--- src/rtl/sp_ram_arb_pkg.sv ---
// -----------------------------------------------------------------------------
// sp_ram_arb_pkg
// Shared types for the two-port front-end of the single-port byte-strobed RAM.
//   port_sel_e   : which requester a grant / priority pointer refers to.
//   init_state_e : state of the optional post-reset clearing sweep
//                  (only used when SP_RAM_ARB_INIT_EN is defined).
//   other_port() : the requester that is not the argument; used to rotate
//                  the round-robin pointer.
// The request struct depends on the module parameters (address, data and
// strobe widths), so it is declared as a typedef inside sp_ram_arb, where
// those widths are known.
// -----------------------------------------------------------------------------
package sp_ram_arb_pkg;

  typedef enum logic {
    PORT_A = 1'b0,
    PORT_B = 1'b1
  } port_sel_e;

  typedef enum logic {
    INIT_SWEEP = 1'b0,
    INIT_DONE  = 1'b1
  } init_state_e;

  function automatic port_sel_e other_port(input port_sel_e p);
    return (p == PORT_A) ? PORT_B : PORT_A;
  endfunction

endpackage

--- src/rtl/sp_ram_arb_rsp_slot.sv ---
// -----------------------------------------------------------------------------
// sp_ram_arb_rsp_slot
// One-entry registered read-response slot.
//   clk_i, rst_ni   : clock, asynchronous active-low reset (clears valid and data)
//   load_i          : capture load_data_i this edge (read granted for this port)
//   load_data_i     : combinational RAM read data
//   rsp_ready_i     : consumer accepts the response
//   rsp_valid_o     : slot holds a response
//   rsp_data_o      : response data, stable while rsp_valid_o && !rsp_ready_i
//   free_o          : slot can accept a load this edge (empty, or being drained)
// Handshake: a response transfers on a clock edge where rsp_valid_o and
// rsp_ready_i are both 1. A load on the same edge as a drain refills the slot,
// so back-to-back reads are sustained.
// -----------------------------------------------------------------------------
module sp_ram_arb_rsp_slot #(
  parameter int WIDTH = 8
) (
  input  logic             clk_i,
  input  logic             rst_ni,
  input  logic             load_i,
  input  logic [WIDTH-1:0] load_data_i,
  input  logic             rsp_ready_i,
  output logic             rsp_valid_o,
  output logic [WIDTH-1:0] rsp_data_o,
  output logic             free_o
);

  logic             valid_q, valid_d;
  logic [WIDTH-1:0] data_q, data_d;

  always_comb begin
    valid_d = valid_q;
    data_d  = data_q;
    if (load_i) begin
      valid_d = 1'b1;
      data_d  = load_data_i;
    end else if (valid_q && rsp_ready_i) begin
      // Data is left in place after a drain; only valid drops.
      valid_d = 1'b0;
    end
  end

  always_ff @(posedge clk_i or negedge rst_ni) begin
    if (!rst_ni) begin
      valid_q <= 1'b0;
      data_q  <= '0;
    end else begin
      valid_q <= valid_d;
      data_q  <= data_d;
    end
  end

  assign rsp_valid_o = valid_q;
  assign rsp_data_o  = data_q;
  assign free_o      = !valid_q || rsp_ready_i;

endmodule

--- src/rtl/sp_ram_arb.sv ---
// -----------------------------------------------------------------------------
// sp_ram_arb
// Round-robin two-requester front-end for a single-port byte-strobed RAM with
// combinational read data. One access (read or write) per cycle.
//   CLK, RST_N              : clock, asynchronous active-low reset
//   {A,B}_REQ_VALID/READY   : request handshake (READY = granted this cycle)
//   {A,B}_REQ_WE/ADDR/D/STRB: request payload (STRB ignored for reads)
//   {A,B}_RSP_VALID/READY/Q : registered read response, one cycle after grant
//   RAM_ADDR/RAM_D/RAM_W_EN : RAM drive, zero when nothing is granted
//   RAM_Q                   : combinational RAM read of RAM_ADDR
// Handshake: a request transfers on a clock edge where REQ_VALID and REQ_READY
// are both 1; a response transfers on an edge where RSP_VALID and RSP_READY are
// both 1. REQ_READY never waits for REQ_VALID except through eligibility.
// Optional feature, macro SP_RAM_ARB_INIT_EN: after reset the RAM is cleared
// by a DEPTH-cycle sweep (addresses 0..DEPTH-1, data 0, all lanes enabled)
// during which both REQ_READY outputs stay 0. The sweep FSM state is
// init_state_q.
// -----------------------------------------------------------------------------
module sp_ram_arb
  import sp_ram_arb_pkg::*;
#(
  parameter  int WIDTH      = 8,
  parameter  int DEPTH      = 8,
  parameter  int STRB_WIDTH = 8,
  localparam int NUM_LANES  = WIDTH / STRB_WIDTH,
  localparam int ADDR_W     = $clog2(DEPTH)
) (
  input  logic                 CLK,
  input  logic                 RST_N,
  input  logic                 A_REQ_VALID,
  output logic                 A_REQ_READY,
  input  logic                 A_REQ_WE,
  input  logic [ADDR_W-1:0]    A_REQ_ADDR,
  input  logic [WIDTH-1:0]     A_REQ_D,
  input  logic [NUM_LANES-1:0] A_REQ_STRB,
  output logic                 A_RSP_VALID,
  input  logic                 A_RSP_READY,
  output logic [WIDTH-1:0]     A_RSP_Q,
  input  logic                 B_REQ_VALID,
  output logic                 B_REQ_READY,
  input  logic                 B_REQ_WE,
  input  logic [ADDR_W-1:0]    B_REQ_ADDR,
  input  logic [WIDTH-1:0]     B_REQ_D,
  input  logic [NUM_LANES-1:0] B_REQ_STRB,
  output logic                 B_RSP_VALID,
  input  logic                 B_RSP_READY,
  output logic [WIDTH-1:0]     B_RSP_Q,
  output logic [ADDR_W-1:0]    RAM_ADDR,
  output logic [WIDTH-1:0]     RAM_D,
  output logic [NUM_LANES-1:0] RAM_W_EN,
  input  logic [WIDTH-1:0]     RAM_Q
);

  typedef struct packed {
    logic                 we;
    logic [ADDR_W-1:0]    addr;
    logic [WIDTH-1:0]     d;
    logic [NUM_LANES-1:0] strb;
  } req_t;

  req_t      req_a, req_b, req_g;
  logic      a_free, b_free;
  logic      a_elig, b_elig;
  logic      grant_a, grant_b;
  logic      arb_en;
  logic      sweep_active;
  port_sel_e ptr_q, ptr_d;

  assign req_a = '{we: A_REQ_WE, addr: A_REQ_ADDR, d: A_REQ_D, strb: A_REQ_STRB};
  assign req_b = '{we: B_REQ_WE, addr: B_REQ_ADDR, d: B_REQ_D, strb: B_REQ_STRB};

`ifdef SP_RAM_ARB_INIT_EN
  init_state_e       init_state_q, init_state_d;
  logic [ADDR_W-1:0] init_addr_q, init_addr_d;

  always_ff @(posedge CLK or negedge RST_N) begin
    if (!RST_N) begin
      init_state_q <= INIT_SWEEP;
      init_addr_q  <= '0;
    end else begin
      init_state_q <= init_state_d;
      init_addr_q  <= init_addr_d;
    end
  end

  always_comb begin
    init_state_d = init_state_q;
    init_addr_d  = init_addr_q;
    case (init_state_q)
      INIT_SWEEP: begin
        if (init_addr_q == ADDR_W'(DEPTH - 1)) begin
          init_state_d = INIT_DONE;
        end else begin
          init_addr_d = init_addr_q + 1'b1;
        end
      end
      default: begin
      end
    endcase
  end

  // The sweep is held off while reset is asserted so nothing is written then.
  assign sweep_active = RST_N && (init_state_q == INIT_SWEEP);
  assign arb_en       = RST_N && (init_state_q == INIT_DONE);
`else
  assign sweep_active = 1'b0;
  assign arb_en       = RST_N;
`endif

  // Writes never produce a response, so they ignore the slot state.
  assign a_elig = arb_en && A_REQ_VALID && (A_REQ_WE || a_free);
  assign b_elig = arb_en && B_REQ_VALID && (B_REQ_WE || b_free);

  always_comb begin
    grant_a = 1'b0;
    grant_b = 1'b0;
    if (a_elig && b_elig) begin
      grant_a = (ptr_q == PORT_A);
      grant_b = (ptr_q == PORT_B);
    end else begin
      grant_a = a_elig;
      grant_b = b_elig;
    end
  end

  always_comb begin
    ptr_d = ptr_q;
    if (grant_a) begin
      ptr_d = other_port(PORT_A);
    end else if (grant_b) begin
      ptr_d = other_port(PORT_B);
    end
  end

  always_ff @(posedge CLK or negedge RST_N) begin
    if (!RST_N) begin
      ptr_q <= PORT_A;
    end else begin
      ptr_q <= ptr_d;
    end
  end

  assign A_REQ_READY = grant_a;
  assign B_REQ_READY = grant_b;

  assign req_g = grant_b ? req_b : req_a;

  always_comb begin
    RAM_ADDR = '0;
    RAM_D    = '0;
    RAM_W_EN = '0;
    if (sweep_active) begin
`ifdef SP_RAM_ARB_INIT_EN
      RAM_ADDR = init_addr_q;
`endif
      RAM_W_EN = '1;
    end else if (grant_a || grant_b) begin
      RAM_ADDR = req_g.addr;
      RAM_D    = req_g.d;
      RAM_W_EN = req_g.we ? req_g.strb : '0;
    end
  end

  sp_ram_arb_rsp_slot #(.WIDTH(WIDTH)) u_slot_a (
    .clk_i       (CLK),
    .rst_ni      (RST_N),
    .load_i      (grant_a && !A_REQ_WE),
    .load_data_i (RAM_Q),
    .rsp_ready_i (A_RSP_READY),
    .rsp_valid_o (A_RSP_VALID),
    .rsp_data_o  (A_RSP_Q),
    .free_o      (a_free)
  );

  sp_ram_arb_rsp_slot #(.WIDTH(WIDTH)) u_slot_b (
    .clk_i       (CLK),
    .rst_ni      (RST_N),
    .load_i      (grant_b && !B_REQ_WE),
    .load_data_i (RAM_Q),
    .rsp_ready_i (B_RSP_READY),
    .rsp_valid_o (B_RSP_VALID),
    .rsp_data_o  (B_RSP_Q),
    .free_o      (b_free)
  );

endmodule
--- config.mk ---
export PLATFORM = sky130hd
export DESIGN_NAME = sp_ram_arb
export DESIGN_NICKNAME = d
export VERILOG_FILES = /design/src/rtl/sp_ram_arb_pkg.sv /design/src/rtl/sp_ram_arb_rsp_slot.sv /design/src/rtl/sp_ram_arb.sv
export SDC_FILE = /design/constraint.sdc
export NUM_CORES = 1
export LEC_CHECK = 0
export CAP_MARGIN = 20
export CORE_ASPECT_RATIO = 1.1
export CORE_UTILIZATION = 36
export CTS_CLUSTER_SIZE = 28
export DETAILED_ROUTE_END_ITERATION = 10
export PLACE_DENSITY = 0.87
export SYNTH_ARGS = -nofsm -noshare
export SYNTH_HDL_FRONTEND = slang
export SYNTH_HIERARCHICAL = 1
export SYNTH_SLANG_ARGS = --single-unit
--- constraint.sdc ---
create_clock -name CLK -period 1.79 [get_ports CLK]
set_input_delay 0.358 -clock CLK [delete_from_list [all_inputs] [get_ports CLK]]
set_output_delay 0.358 -clock CLK [all_outputs]
set_load 0.01 [all_outputs]
Word-level counts from Yosys, hierarchy flattened
Index checks and enable logic that the tools add are counted.
{ "totals": {"regBits": 19, "latchBits": 0, "ramBits": 0, "rom_bits": 0, "output_inout_bits": 32, "elab_cells": 40, "mem_count": 0} }
{ "op_classes": {"addsub": 0, "n_mul": 0, "div_mod_pow": 0, "order_cmp": 0, "eq_ne": 0, "shift": 0, "mux": 13, "n_bitwise": 1, "reduce_logical": 21} }
{ "op_table": {"columns": ["cell", "count"], "rows": [
  ["2-to-1 mux 13 bit", 1],
  ["2-to-1 mux 1 bit", 10],
  ["logical AND 1 bit", 9],
  ["2-to-1 mux 8 bit", 1],
  ["nonzero test 2 bit", 3],
  ["logical OR 1 bit", 5],
  ["logical NOT 1 bit", 4],
  ["2-to-1 mux 3 bit", 1],
  ["NOT 1 bit", 1]
]} }

Depth between registers and ports, before layout
{ "logic_depth": {"word_depth": 9, "mapped_depth": 6, "mapped_depth_nobuf": 5} }

Modules after synthesis
Netlist, hierarchy kept.
{ "by_module_without_submodules": {"columns": ["module", "n_inst", "cells_each", "area_per_inst_um2", "seq_area_each_um2"], "rows": [
  ["sp_ram_arb_rsp_slot", 2, 20, 369.1, 225.2],
  ["sp_ram_arb", 1, 57, 396.6, 25.0]
]} }

Worst setup path after synthesis
OpenSTA, ideal clock, no wires.
{ "synth_timing": {"kind": "input to register", "start": "input port B_RSP_READY", "end": "register u_slot_a.data_q[0], in the netlist u_slot_a/rsp_data_o[0]", "setup_time_ps": 125, "arrival_time_ps": 1551, "required_time_ps": 1665, "slack_ps": 113, "cell_stages": 6, "path_buffers": 1, "cell_sequence": "nand2b_1 -> o211ai_1 -> nand2b_2 -> nor3_1 -> buf_6 -> mux2_4"} }
{ "synth_between": {"elab_chain_cells": 6} }
{ "synth_rtl": {"columns": ["element", "line", "rtl"], "rows": [
  ["from (decl)", "sp_ram_arb.sv:46", "input logic B_RSP_READY,"],
  ["logical OR 1 bit", "sp_ram_arb_rsp_slot.sv:55", "assign free_o = !valid_q || rsp_ready_i;"],
  ["logical OR 1 bit", "sp_ram_arb.sv:112", "assign b_elig = arb_en && B_REQ_VALID && (B_REQ_WE || b_free);"],
  ["logical AND 1 bit", "sp_ram_arb.sv:112", null],
  ["logical AND 1 bit", "sp_ram_arb.sv:117", "if (a_elig && b_elig) begin"],
  ["2-to-1 mux 1 bit", "sp_ram_arb.sv:117", null],
  ["logical AND 1 bit", "sp_ram_arb.sv:167", ".load_i (grant_a && !A_REQ_WE),"],
  ["to (signal assigned)", "sp_ram_arb_rsp_slot.sv:49", "data_q <= data_d;"],
  ["to (decl)", "sp_ram_arb_rsp_slot.sv:29", "logic [WIDTH-1:0] data_q, data_d;"]
]} }
Every way passes these cells.
A chain may end at the register's enable or synchronous reset.

Final worst setup path
{ "layout_timing": {"start": "register u_slot_a.valid_q, in the netlist u_slot_a/rsp_valid_o", "end": "output port RAM_D[1]"} }
{ "layout_between": {"elab_chain_cells": 8, "word_cells_on_any_way": 10, "cone_classes": "mux (4); reduce/logical (6)"} }
{ "layout_rtl": {"columns": ["element", "line", "rtl"], "rows": [
  ["from (decl)", "sp_ram_arb_rsp_slot.sv:28", "logic valid_q, valid_d;"],
  ["from (signal assigned)", "sp_ram_arb_rsp_slot.sv:48", "valid_q <= valid_d;"],
  ["logical NOT 1 bit (*)", "sp_ram_arb_rsp_slot.sv:55", null],
  ["logical OR 1 bit (*)", "sp_ram_arb_rsp_slot.sv:55", null],
  ["net a_free", "sp_ram_arb.sv:62", "logic a_free, b_free;"],
  ["logical OR 1 bit (*)", "sp_ram_arb.sv:111", "assign a_elig = arb_en && A_REQ_VALID && (A_REQ_WE || a_free);"],
  ["logical AND 1 bit (*)", "sp_ram_arb.sv:111", null],
  ["logical AND 1 bit", "sp_ram_arb.sv:117", null],
  ["2-to-1 mux 1 bit", "sp_ram_arb.sv:117", null],
  ["2-to-1 mux 13 bit or logical OR 1 bit (tied branches)", "sp_ram_arb.sv:146, sp_ram_arb.sv:157", null],
  ["2-to-1 mux 8 bit (*)", "sp_ram_arb.sv:157", "end else if (grant_a || grant_b) begin"],
  ["to (decl)", "sp_ram_arb.sv:49", "output logic [WIDTH-1:0] RAM_D,"]
]} }
Mark *: on every way through the listed nets, which the timed path passes. The rest lies on a longest branch.

==> flow_summary_export.csv <==
group,metric,value,unit
synth,synth_top_area_share,0.419,
pwr,peakVddDrop,0.626,mV
sta,setup_viol,27,
pwr,power_density,755,nW/µm²
detailed_routing,num_vias,1154,
sta,timing.final.crit_share,1.09,
final_layout,nFillCells,213,
final_layout,areaGrowthSynthToFinish,93.5,%
setup_path,r2r-start,"u_slot_a/rsp_valid_o$_DFFE_PN0P_",
pwr,p_leak,1.01,nW
synth,synthFlopType,"dfrtp_1",
floorplan,coreArea,3020,µm²
place,place_congestion,0.795,
sta,slew_viol_final,0,
setup_path,cp.arrival,1.60,ns
floorplan,die_w,55.5,µm
cts,htree_levels,1,
floorplan,die_area,3380,µm²
synth,ys_ff_latch,19,
grt,grt_start_max_net_pins,15,
synth,ys_warn_count,6,
sta,fin_skew,0.00691,ns
cts,cts_made_buffers,3,
setup_path,crit_end,"RAM_D[1]",
setup_path,cp_max_fo,5,
detailed_routing,wire_per_inst,16.0,µm
final_layout,antennaDiodeCount,0,
synth,syn_nets,137,
synth,synthTopCellsByArea,"dfrtp_1, mux2_4, o22ai_2, nand2_1, buf_6",
sta,slew_headroom,0.829,
final_layout,multi_input_area,663,µm²
sta,tns,-2.70,ns
synth,syn_area,1130,µm²
grt,grt_use_total,0.218,
synth,synth.most_common_cell,"nand2_1",
setup_path,critPathLaunchType,"flop",
floorplan,start_util,0.376,
place,place_ws,-0.788,ns
place,post-place-cells,214,
final_layout,final_nets,238,
cts,clk_path_buf_depth,2,
floorplan,rows,21,
setup_path,reg2reg_slack,-0.12,ns
worst_hold_path,hold_class,"input port to asynchronous set/reset pin",
cts,clkSinkCount,19,
detailed_routing,wl,3690,µm
setup_path,cp-startpoint,"u_slot_a/rsp_valid_o$_DFFE_PN0P_",
grt,antenna_found_initial,0,
outcome,violations,"setup timing",
sta,max_freq,512,MHz
floorplan,die_h,60.9,µm
sta,hold_viol,0,
detailed_routing,viasPerCell,5.00,
sta,hold_slack,0.239,ns
synth,synth-edff-count,0,
sta,fin_ws,-0.165,ns
synth,synthCells,97,
setup_path,crit_required,1.43,ns
cts,cts_tree,"done",
detailed_routing,antenna_left,0,
synth,yosysTopAreaCell,"dfrtp_1",
detailed_routing,dr.first_iter.drc_count,59,
synth,seq_area_frac_synth,0.419,
cts,cts_hold_buffers,0,
grt,overflow,0,
sta,period_minus_slack,1.95,ns
cts,cts.root.buffer_cell,"clkbuf_4",
cts,clock_latency,0.29,ns
final_layout,drive_gt1_frac,0.437,
final_layout,regArea,475,µm²
outcome,status,"finished, violations left",
run,drv_cap,0,
setup_path,ff2ff_path_depth,9,
setup_path,worst_setup_path_end_kind,"output pin",
pwr,p_total,1.66,mW
synth,synth.avg_cell_area,11.7,µm²
detailed_routing,drc,0,
sta,rsz0062_at_grt,"yes",
synth,synth_cell_types,22,
final_layout,finalNonFillerCells,231,
place,port_buffers,71,
synth,ys_top_cells_by_count,"nand2_1, dfrtp_1, mux2_4",
synth,synth_async_sr_flop_share,1.00,
detailed_routing,drt_pass1_iterations,4,
sta,worst_pin_slew,0.256,ns
cts,path_clk_slew,0.11,ns
grt,grt_pass1_wl,5650,µm
floorplan,ioPinCount,72,
setup_path,critical_path_class,"flop to output pin",
grt,grt_pass1_vias,1236,
place,dp_hpwl,2520,µm
setup_path,timing.rr.end,"u_slot_a/rsp_data_o[1]$_DFFE_PN0P_",
state kept, by name, indices dropped and copies added (netlist names):
register              count
ptr_q                     1
u_slot_a/rsp_valid_o      1
u_slot_b/rsp_valid_o      1
u_slot_a/rsp_data_o       8
u_slot_b/rsp_data_o       8
routing by layer:
| layer | global-route usage | vias to the layer above | part of all wire | wire [µm] |
|---|---|---|---|---|
| met2 | 0.411 | 59 | 0.53 | 1940 |
| li1 | - | 544 | - | - |
| met3 | 0.0426 | 4 | 0.071 | 262 |
| met5 | 0 | - | 0 | 0 |
| met4 | 0.0929 | 0 | 0.0073 | 27 |
| met1 | 0.246 | 547 | 0.40 | 1460 |
cell usage in the layout, fill, tap and decap left out, types with 3 or more instances in the layout:
cell,synthesis,layout
nand2_1,23,23
buf_6,4,9
o22ai_2,10,10
buf_2,3,13
nand2b_4,0,3
buf_4,0,19
mux2_4,16,16
dfrtp_1,19,19
clkbuf_4,0,3
dlygate4sd2_1,0,7
clkdlybuf4s50_1,0,50
repair_timing:
action                                  in CTS  in global routing
cloned                                       3                  1
endpoints found under the hold margin        0                  0
setup buffers                                7                  2
endpoints found under the setup margin      31                 30
pin swaps                                   15                  2
resized for setup                           78                  8
kinds of logic (layout without fill, tap and decap cells):
kind of cell | count (synthesis) | after routing | synth area share
simple gates | 35 | 35 | 0.137
mux | 16 | 16 | 0.212
buf+inv | 8 | 108 | 0.0562
compound gates | 19 | 19 | 0.176
flops | 19 | 19 | 0.419
through the flow:
step / area, µm² / util
finish: 2200 / 0.727
global route: 2200 / 0.727
CTS: 2150 / 0.711
detailed placement: 2010 / 0.664
global placement: 2010 / 0.664
floorplan: 1130 / -
worst min path at each step:
stage	from	to	slack, ns
finish	RST_N	u_slot_a/rsp_data_o[2]$_DFFE_PN0P_	0.24
global route	RST_N	u_slot_a/rsp_data_o[2]$_DFFE_PN0P_	0.25
CTS	RST_N	u_slot_b/rsp_data_o[2]$_DFFE_PN0P_	0.25
detailed placement	u_slot_a/rsp_data_o[0]$_DFFE_PN0P_	u_slot_a/rsp_data_o[0]$_DFFE_PN0P_	0.50
global placement	u_slot_a/rsp_data_o[3]$_DFFE_PN0P_	u_slot_a/rsp_data_o[3]$_DFFE_PN0P_	0.50
floorplan	RST_N	ptr_q$_DFFE_PN0P_	0.06
worst max-delay path, cell delays in order (launching register included):
cell,delay [ns]
dfrtp_1,0.40
nand2b_4,0.08
o21ai_4,0.18
o221ai_4,0.15
clkbuf_16,0.20
o22ai_2,0.14
buf_2,0.15
power by group:
group	internal [mW]	switching [mW]
combinational	0.542	0.297
sequential	0.537	0.0733
clock	0.0831	0.125
total	1.16	0.496
cell type report:
type / count / share of cell area
Clock buffer: 3 / 0.0103
Clock inverter: 1 / 0.00228
Sequential cell: 19 / 0.217
Multi-Input combinational cell: 70 / 0.302
Inverter: 1 / 0.00171
Tap cell: 34 / 0.0194
Timing Repair Buffer: 103 / 0.448
(Power assumes the default switching activity.)
